[src/rtl/imem_program_loader_if.sv]
// Request and instruction-memory write bus of the program loader.
// The requester (bench or host) uses the master view, the loader uses the slave view.
interface imem_program_loader_if #(
    parameter int ADDR_W = 6
);
    logic              req_valid;
    logic              req_ready;
    logic [2:0]        req_kind;
    logic [4:0]        req_rs;
    logic [4:0]        req_rt;
    logic [4:0]        req_rd;
    logic [15:0]       req_imm;
    logic              imem_we;
    logic [ADDR_W-1:0] imem_addr;
    logic [31:0]       imem_wdata;

    modport master (
        output req_valid, req_kind, req_rs, req_rt, req_rd, req_imm,
        input  req_ready, imem_we, imem_addr, imem_wdata
    );

    modport slave (
        input  req_valid, req_kind, req_rs, req_rt, req_rd, req_imm,
        output req_ready, imem_we, imem_addr, imem_wdata
    );
endinterface

[src/rtl/imem_program_loader.sv]
// Instruction encoder/loader: assembles MIPS ADD/SUB/LW/SW/BEQ words from
// field-level requests and writes them sequentially into instruction memory.
// busy holds the processor pipeline in reset while a program is loaded.
module imem_program_loader #(
    parameter int ADDR_W    = 6,
    parameter int BASE_ADDR = 0
) (
    input  logic                  clk,
    input  logic                  rst,
    input  logic                  start,
    input  logic                  finish,
    imem_program_loader_if.slave  bus,
    output logic [ADDR_W:0]       count,
    output logic                  busy,
    output logic                  done,
    output logic                  err
);

    typedef enum logic [1:0] {
        IDLE  = 2'd0,
        LOAD  = 2'd1,
        WRITE = 2'd2,
        DONE  = 2'd3
    } state_t;

    localparam logic [ADDR_W-1:0] BASE_PTR = ADDR_W'(BASE_ADDR);
    localparam logic [ADDR_W:0]   CAPACITY = {1'b1, {ADDR_W{1'b0}}};

    // Kinds 0..4 are encodable; 5..7 are rejected.
    function automatic logic kind_legal(input logic [2:0] kind);
        return (kind <= 3'd4);
    endfunction

    // Field-level request to 32-bit MIPS word.
    function automatic logic [31:0] encode(input logic [2:0]  kind,
                                           input logic [4:0]  rs,
                                           input logic [4:0]  rt,
                                           input logic [4:0]  rd,
                                           input logic [15:0] imm);
        logic [31:0] word;
        case (kind)
            3'd0:    word = {6'b000000, rs, rt, rd, 5'b00000, 6'b100000};
            3'd1:    word = {6'b000000, rs, rt, rd, 5'b00000, 6'b100010};
            3'd2:    word = {6'b100011, rs, rt, imm};
            3'd3:    word = {6'b101011, rs, rt, imm};
            3'd4:    word = {6'b000100, rs, rt, imm};
            default: word = 32'h0000_0000;
        endcase
        return word;
    endfunction

    state_t            state_r, state_s;
    logic [ADDR_W-1:0] ptr_r, ptr_s;
    logic [ADDR_W:0]   count_r, count_s;
    logic              pend_r, pend_s;
    logic              ready_r, ready_s;
    logic              we_r, we_s;
    logic [ADDR_W-1:0] addr_r, addr_s;
    logic [31:0]       wdata_r, wdata_s;
    logic              busy_r, busy_s;
    logic              done_r, done_s;
    logic              err_r, err_s;
    logic [ADDR_W:0]   count_inc_s;

    assign count_inc_s = count_r + {{ADDR_W{1'b0}}, 1'b1};

    // Next-state and next-output computation; every output is the registered
    // image of these values so nothing combinational reaches a port.
    always_comb begin
        state_s = state_r;
        ptr_s   = ptr_r;
        count_s = count_r;
        pend_s  = pend_r;
        ready_s = 1'b0;
        we_s    = 1'b0;
        addr_s  = addr_r;
        wdata_s = wdata_r;
        busy_s  = 1'b0;
        done_s  = done_r;
        err_s   = err_r;
        case (state_r)
            IDLE, DONE: begin
                if (start) begin
                    state_s = LOAD;
                    ptr_s   = BASE_PTR;
                    count_s = {(ADDR_W+1){1'b0}};
                    pend_s  = 1'b0;
                    err_s   = 1'b0;
                    done_s  = 1'b0;
                    ready_s = 1'b1;
                    busy_s  = 1'b1;
                end else begin
                    state_s = state_r;
                end
            end
            LOAD: begin
                busy_s = 1'b1;
                if (bus.req_valid && ready_r) begin
                    if (kind_legal(bus.req_kind)) begin
                        state_s = WRITE;
                        we_s    = 1'b1;
                        addr_s  = ptr_r;
                        wdata_s = encode(bus.req_kind, bus.req_rs, bus.req_rt,
                                         bus.req_rd, bus.req_imm);
                        pend_s  = finish;
                    end else if (finish) begin
                        // Rejected request leaves nothing in flight, so finish can end now.
                        err_s   = 1'b1;
                        state_s = DONE;
                        done_s  = 1'b1;
                        busy_s  = 1'b0;
                    end else begin
                        err_s   = 1'b1;
                        ready_s = 1'b1;
                    end
                end else if (finish) begin
                    state_s = DONE;
                    done_s  = 1'b1;
                    busy_s  = 1'b0;
                end else begin
                    ready_s = 1'b1;
                end
            end
            WRITE: begin
                ptr_s   = ptr_r + {{(ADDR_W-1){1'b0}}, 1'b1};
                count_s = count_inc_s;
                if ((count_inc_s == CAPACITY) || pend_r || finish) begin
                    state_s = DONE;
                    done_s  = 1'b1;
                    pend_s  = 1'b0;
                end else begin
                    state_s = LOAD;
                    ready_s = 1'b1;
                    busy_s  = 1'b1;
                end
            end
            default: begin
                state_s = IDLE;
            end
        endcase
    end

    // State and output registers, cleared asynchronously by rst.
    always_ff @(posedge clk or posedge rst) begin
        if (rst) begin
            state_r <= IDLE;
            ptr_r   <= BASE_PTR;
            count_r <= {(ADDR_W+1){1'b0}};
            pend_r  <= 1'b0;
            ready_r <= 1'b0;
            we_r    <= 1'b0;
            addr_r  <= {ADDR_W{1'b0}};
            wdata_r <= 32'h0000_0000;
            busy_r  <= 1'b0;
            done_r  <= 1'b0;
            err_r   <= 1'b0;
        end else begin
            state_r <= state_s;
            ptr_r   <= ptr_s;
            count_r <= count_s;
            pend_r  <= pend_s;
            ready_r <= ready_s;
            we_r    <= we_s;
            addr_r  <= addr_s;
            wdata_r <= wdata_s;
            busy_r  <= busy_s;
            done_r  <= done_s;
            err_r   <= err_s;
        end
    end

    assign bus.req_ready  = ready_r;
    assign bus.imem_we    = we_r;
    assign bus.imem_addr  = addr_r;
    assign bus.imem_wdata = wdata_r;
    assign count          = count_r;
    assign busy           = busy_r;
    assign done           = done_r;
    assign err            = err_r;

endmodule

[src/flat_wrapper.sv]
// flat-port wrapper written by rule: the top's interface ports become plain ports
module imem_program_loader_flat 
#(
    parameter int ADDR_W    = 6,
    parameter int BASE_ADDR = 0
)
  (clk, rst, start, finish, count, busy, done, err, bus_req_valid, bus_req_kind, bus_req_rs, bus_req_rt, bus_req_rd, bus_req_imm, bus_req_ready, bus_imem_we, bus_imem_addr, bus_imem_wdata);
  imem_program_loader_if #(.ADDR_W(ADDR_W)) bus_i ();
  input  logic clk;
  input  logic rst;
  input  logic start;
  input  logic finish;
  output logic [ADDR_W:0] count;
  output logic busy;
  output logic done;
  output logic err;
  input wire logic [$bits(bus_i.req_valid)-1:0] bus_req_valid;
  input wire logic [$bits(bus_i.req_kind)-1:0] bus_req_kind;
  input wire logic [$bits(bus_i.req_rs)-1:0] bus_req_rs;
  input wire logic [$bits(bus_i.req_rt)-1:0] bus_req_rt;
  input wire logic [$bits(bus_i.req_rd)-1:0] bus_req_rd;
  input wire logic [$bits(bus_i.req_imm)-1:0] bus_req_imm;
  output wire logic [$bits(bus_i.req_ready)-1:0] bus_req_ready;
  output wire logic [$bits(bus_i.imem_we)-1:0] bus_imem_we;
  output wire logic [$bits(bus_i.imem_addr)-1:0] bus_imem_addr;
  output wire logic [$bits(bus_i.imem_wdata)-1:0] bus_imem_wdata;
  assign bus_i.req_valid = bus_req_valid;
  assign bus_i.req_kind = bus_req_kind;
  assign bus_i.req_rs = bus_req_rs;
  assign bus_i.req_rt = bus_req_rt;
  assign bus_i.req_rd = bus_req_rd;
  assign bus_i.req_imm = bus_req_imm;
  assign bus_req_ready = bus_i.req_ready;
  assign bus_imem_we = bus_i.imem_we;
  assign bus_imem_addr = bus_i.imem_addr;
  assign bus_imem_wdata = bus_i.imem_wdata;
  imem_program_loader #(.ADDR_W(ADDR_W), .BASE_ADDR(BASE_ADDR)) u_core (.clk(clk), .rst(rst), .start(start), .finish(finish), .bus(bus_i), .count(count), .busy(busy), .done(done), .err(err));
endmodule
[config.mk]
export PLATFORM = sky130hd
export DESIGN_NAME = imem_program_loader_flat
export DESIGN_NICKNAME = d
export VERILOG_FILES = /design/src/rtl/imem_program_loader_if.sv /design/src/rtl/imem_program_loader.sv /design/src/flat_wrapper.sv
export SDC_FILE = /design/constraint.sdc
export NUM_CORES = 1
export LEC_CHECK = 0
export CAP_MARGIN = 20
export CELL_PAD_IN_SITES_DETAIL_PLACEMENT = 0
export CELL_PAD_IN_SITES_GLOBAL_PLACEMENT = 1
export CORE_ASPECT_RATIO = 0.8
export CORE_MARGIN = 10
export CORE_UTILIZATION = 37
export DETAILED_ROUTE_END_ITERATION = 8
export PLACE_DENSITY_LB_ADDON = 0.12
export SYNTH_ARGS = -nofsm -noshare
export SYNTH_HDL_FRONTEND = slang
export SYNTH_SLANG_ARGS = --single-unit
[constraint.sdc]
create_clock -name clk -period 5.5 [get_ports clk]
set_clock_uncertainty 0.05 [all_clocks]
set_input_delay 0.55 -clock clk [delete_from_list [all_inputs] [get_ports clk]]
set_output_delay 0.55 -clock clk [all_outputs]
set_load 0.02 [all_outputs]
After elaboration in Yosys (flattened, before gate mapping) --
Cells that the tools add are included.
Cells by class: reduce and logical (&&, ||, !) cells 13, eq/ne operators 14, $add $sub $neg 2, magnitude comparators 1, mux-type cells 36
Operators with widths (number):
- $pmux 32 s5 | 1
- $mux 1 | 20
- $pmux 7 s2 | 1
- $pmux 1 s3 | 4
- $pmux 6 s2 | 1
- $mux 2 | 5
- $reduce_and 4->1 | 2
- $add 7x1->7 const B | 1
- $eq 7x7->1 const B | 1
- $mux 7 | 1
- $add 6x1->6 const B | 1
- $eq 3x2->1 const B | 2
- $mux 6 | 1
- $ne 2x1->1 const B | 3
- $pmux 2 s3 | 1
- $reduce_and 3->1 | 2
- $eq 2x2->1 const B | 2
- $ne 2x2->1 const B | 2
- $reduce_bool 2->1 | 2
- $eq 3x1->1 const B | 1
- $eq 3x3->1 const B | 1
- $le 3x3->1 const B | 1
- $logic_not 3->1 | 1
- $ne 3x3->1 const B | 1
- other kinds (7) | 8
Storage, ports and cells: output and inout bits 50, bits in registers 59, input bits 39, word-level logic and storage cells 77

Longest topological paths before layout --
word-level depth 6, depth in mapped cells 8, mapped depth without buffers 6

Worst setup path after synthesis --
OpenSTA, ideal clock, no wires.
path kind flip-flop to flip-flop, start point register u_core.count_r[0] (netlist: u_core.count[0]), end point register u_core.done_r (netlist: u_core.done), required time 5.330 ns, period minus slack after synthesis 1.798 ns, setup time 0.120 ns, data arrival time 1.627 ns, path buffers 0, slack 3.702 ns, stages on the path, launching flop included 6, path through dfrtp_1 > ha_1 > nand2_1 > or4_4 > a32o_1 > a41o_1
Between the ends: longest elaborated chain between the ends 6
Ends and longest elaborated chain:
- start: declaration | RTL line imem_program_loader.sv:54 | logic [ADDR_W:0] count_r, count_s;
- start signal: assignment | RTL line imem_program_loader.sv:148 | count_r <= {(ADDR_W+1){1'b0}};
- start signal: assignment | RTL line imem_program_loader.sv:160 | count_r <= count_s;
- $add 7x1->7 | RTL line imem_program_loader.sv:65 | assign count_inc_s = count_r + {{ADDR_W{1'b0}}, 1'b1};
- $eq 7x7->1 | RTL line imem_program_loader.sv:127 | if ((count_inc_s == CAPACITY) || pend_r || finish) begin
- $logic_or 1x1->1 (2 in series) | RTL line imem_program_loader.sv:127
- $ne 2x1->1 (no line)
- $reduce_and 3->1 (no line)
- end signal: assignment | RTL line imem_program_loader.sv:167 | done_r <= done_s;
- end: declaration | RTL line imem_program_loader.sv:61 | logic done_r, done_s;
Every way passes these cells. A chain may end at the register's enable or synchronous reset.

Final worst setup path --
start point input bus_req_kind[0], end point register u_core.wdata_r[2] (netlist: u_core.bus.imem_wdata[2])
Between the ends: longest elaborated chain between the ends 2, elaborated cells between the ends (all ways) 8, classes of those cells 1 x order compare; 4 x eq/ne; 1 x mux; 2 x reduce/logical
Ends and longest elaborated chain:
- start: declaration | RTL line flat_wrapper.sv:18 | input wire logic [$bits(bus_i.req_kind)-1:0] bus_req_kind;
- $le 3x3->1 (tied with other cells) | RTL line imem_program_loader.sv:31 | return (kind <= 3'd4);
- $reduce_and 3->1 (no line) or $pmux 32 s5 (tied branches)
- end signal: assignment | RTL line imem_program_loader.sv:165 | wdata_r <= wdata_s;
- end: declaration | RTL line imem_program_loader.sv:59 | logic [31:0] wdata_r, wdata_s;
Several ways; a longest one is shown, not always the timed one.

==> results.json <==
{
  "vias": 2063,
  "min_period_ns": 2.773,
  "die_y_um": 95.20,
  "synth.area.top_cells": "dfrtp_1, mux2_2, a22o_1",
  "power_density_mw_per_mm2": 477.2,
  "cts_max_path_buffers": 2,
  "rr_worst_depth": 6,
  "slowest_delay_ns": 0.72,
  "crit_chain": "clkdlybuf4s50_1 > o21ai_0 > nand2b_2 > nor2b_1 > a22o_1",
  "path_max_fanout": 48,
  "slowest_stage": "nor2b_1",
  "numPortBuffers": 87,
  "synth_edf_count": 0,
  "syn_nets": 280,
  "yosysUniqueCellTypes": 39,
  "synth_ff_type": "dfrtp_1",
  "tns_ns": 0,
  "syn_area_mm2": 0.002615,
  "required_ns": 5.70,
  "clk_pin_slew_ns": 0.10,
  "cts_buffers": 5,
  "yosys.area_share.simple_pct": 13.44,
  "die_area_mm2": 0.01085,
  "cp-start-kind": "input port",
  "yosysTopAreaCell": "dfrtp_1",
  "place_area_mm2": 0.003495,
  "synth_compound_area_share_pct": 16.41,
  "ios": 89,
  "tightest_slew_ns": 0.9641,
  "drtAntennaViolNets": 0,
  "ys_seq_elements": 56,
  "slew_violations": 0,
  "coreArea_mm2": 0.006892,
  "drive_gt1_share_pct": 11.01,
  "grt_use_met3_pct": 4.331,
  "hpwl_um": 4834,
  "finalHoldViolations": 0,
  "grt_pass1_wl_um": 10710,
  "arrival_ns": 2.98,
  "synthXorXnorAreaFrac_pct": 0.3349,
  "met2_usage_pct": 17.85,
  "final_cell_area_mm2": 0.003588,
  "placementRows": 27,
  "diodes": 0,
  "synth_fa_ha_area_share_pct": 1.914,
  "syn_avg_cell_area_um2": 11.03,
  "hold_path_end": "u_core.bus.imem_wdata[12]$_DFFE_PP0P_",
  "drc": 0,
  "wl_per_cell_um": 16.64,
  "startpoint": "bus_req_kind[0]",
  "r2r-start": "u_core.state_r[1]$_DFFE_PP0N_",
  "firstDrtPassIters": 4,
  "ir_worst_vdd_v": 0.0002932,
  "hold_buffers": 0,
  "grt_max_degree": 57,
  "worstHoldStart": "u_core.bus.imem_wdata[12]$_DFFE_PP0P_",
  "synth.area.mux_share_pct": 9.234,
  "r2r-end": "u_core.bus.imem_wdata[2]$_DFFE_PP0P_",
  "synth_top_family_by_area": "compound AO/OA/AOI/OAI gates",
  "maxSlewHeadroom_pct": 35.73,
  "setup_viol": 0,
  "netlist_instances": 237,
  "vias_per_cell": 5.094,
  "finalWeightedCongestion": 0.7217,
  "period_share_pct": 50.42,
  "die_w_um": 114.0,
  "cts_tree": "built",
  "status": "finished clean",
  "ys_seq_area_share_pct": 53.59,
  "nets": 360,
  "busiest_layer": "met2",
  "insertion_delay_ns": 0.31,
  "antenna_found_initial": 0,
  "grt_use_total_pct": 12.23,
  "layoutNonFillerInstCount": 405,
  "yosysWarnings": 0,
  "end_kind": "flip-flop",
  "wl_um": 6739,
  "initialDrtViolationCount": 104,
  "ctsRootBufferMaster": "clkbuf_8",
  "grt.overflow.total": 0,
  "rsz0062_at_grt": "false",
  "post_cts_buffers": 0,
  "dp.cells": 397,
  "min_path_type": "flip-flop to flip-flop",
  "async_reset_ff_share_pct": 100.0,
  "ff2ff_setup_slack_ns": 2.87,
  "clock_sinks": 56,
  "htreeDepth": 2,
  "cts_resized": 0,
  "worstSetupPathType": "input port to flip-flop",
  "start_util_pct": 37.94,
  "maxCapViolations": 0,
  "area_delta_synth_final_pct": 37.22,
  "synth_top_area_share_pct": 53.59,
  "max_freq_ghz": 0.3606,
  "grtUsageMet1_pct": 16.58,
  "hold_depth": 2,
  "grt_pass1_vias": 2010,
  "p_leak_nw": 1.557
}
stage by stage:
stage	power [mW]	hold WS [ns]	utilization, %	worst slack (ns)
after floorplan	1.142	0.4404	-	3.529
after global placement	1.482	0.4150	50.71	2.436
after detailed placement	1.491	0.4236	50.71	2.356
after CTS	1.737	0.4469	52.07	2.681
after global routing	1.831	0.4641	52.07	2.452
final	1.712	0.4360	52.07	2.727
synthesized netlist by cell type (2+ instances only):
library cell  instances
nor2_1               14
inv_1                 5
nor2b_1               4
buf_6                 3
nor3_1                4
or2_2                 4
buf_4                 5
o21a_1                2
nand2_1              22
buf_2                 2
a22o_1               14
o311ai_0              3
a22oi_1               6
a32o_1                3
mux2_2               17
nand2b_1              4
o21ai_0              18
nand4_1               3
ha_1                  4
dfrtp_1              56
clkbuf_1              4
a21o_1                3
a21oi_1               9
mux2i_1               5
nand3_1               9
cell type report:
type / count / area (µm²)
tap: 87 / 108.9
fill: 642 / 3303
sequential: 56 / 1401
inverter: 5 / 18.77
clock buffer: 7 / 86.33
clock inverter: 1 / 7.507
multi-input combinational: 161 / 1087
timing repair buffer: 88 / 878.3
power by group:
part           switching [mW]  total (mW)  internal [mW]
clock                   0.135       0.238          0.103
combinational           0.430       0.834          0.404
sequential             0.0879       0.640          0.553
cell usage in the layout, fill, tap and decap left out, drive strengths merged:
cell type,count
inv,5
a31o,1
nor2,14
o311ai,3
o21ai,18
nor3,4
xnor2,1
and3,2
or3,1
clkdlybuf4s50,87
nand2b,4
buf,1
a211oi,1
o21a,2
nor2b,4
mux2,17
nand4,3
a41o,1
a22o,14
a22oi,6
conb,1
a31oi,1
nand3,10
a32o,3
or2,4
nand3b,1
nand2,22
a21o,3
clkbuf,7
ha,4
or4,1
nor4b,1
a21oi,9
mux2i,5
dfrtp,56
clkinvlp,1
critical path: cells and delay by family:
family          cells  cell delay, ns
compound gates      2            0.60
buf+inv             1            0.49
simple gates        2            1.33
metal layers:
metal,up-vias,routed length (µm),share of wire [%]
met4,0,74,1.1
met1,970,3327,49
met2,69,2879,43
met5,-,0,0
li1,1016,-,-
met3,8,458,6.8
logic make-up (layout without fill, tap and decap cells):
logic type	count (synthesis)	after routing
other	1	1
buffers and inverters	20	101
DFF	56	56
muxes	22	22
xor gates and xnor gates	1	1
AOI/OAI and AO/OA	62	62
adders and majority gates	4	4
and+or+nand+nor	71	71
sequential cells by signal (all words and copies together), names as in the netlist:
signal / cells
u_core.count: 7
u_core.bus.imem_we: 1
u_core.err: 1
u_core.bus.imem_wdata: 29
u_core.bus.imem_addr: 6
u_core.busy: 1
u_core.bus.req_ready: 1
u_core.ptr_r: 6
u_core.state_r: 2
u_core.pend_r: 1
u_core.done: 1
worst max-delay path by stage:
| stage | endpoint | cells past startpoint |
|---|---|---|
| 6_report | u_core.bus.imem_wdata[2]$_DFFE_PP0P_ | 5 |
| 5_1_grt | u_core.bus.imem_wdata[2]$_DFFE_PP0P_ | 5 |
| 3_3_place_gp | u_core.bus.imem_wdata[4]$_DFFE_PP0P_ | 5 |
| 2_1_floorplan | u_core.bus.imem_addr[0]$_DFFE_PP0P_ | 1 |
| 4_1_cts | u_core.bus.imem_wdata[2]$_DFFE_PP0P_ | 5 |
| 3_5_place_dp | u_core.bus.imem_wdata[2]$_DFFE_PP0P_ | 5 |
(Power assumes the default switching activity.)
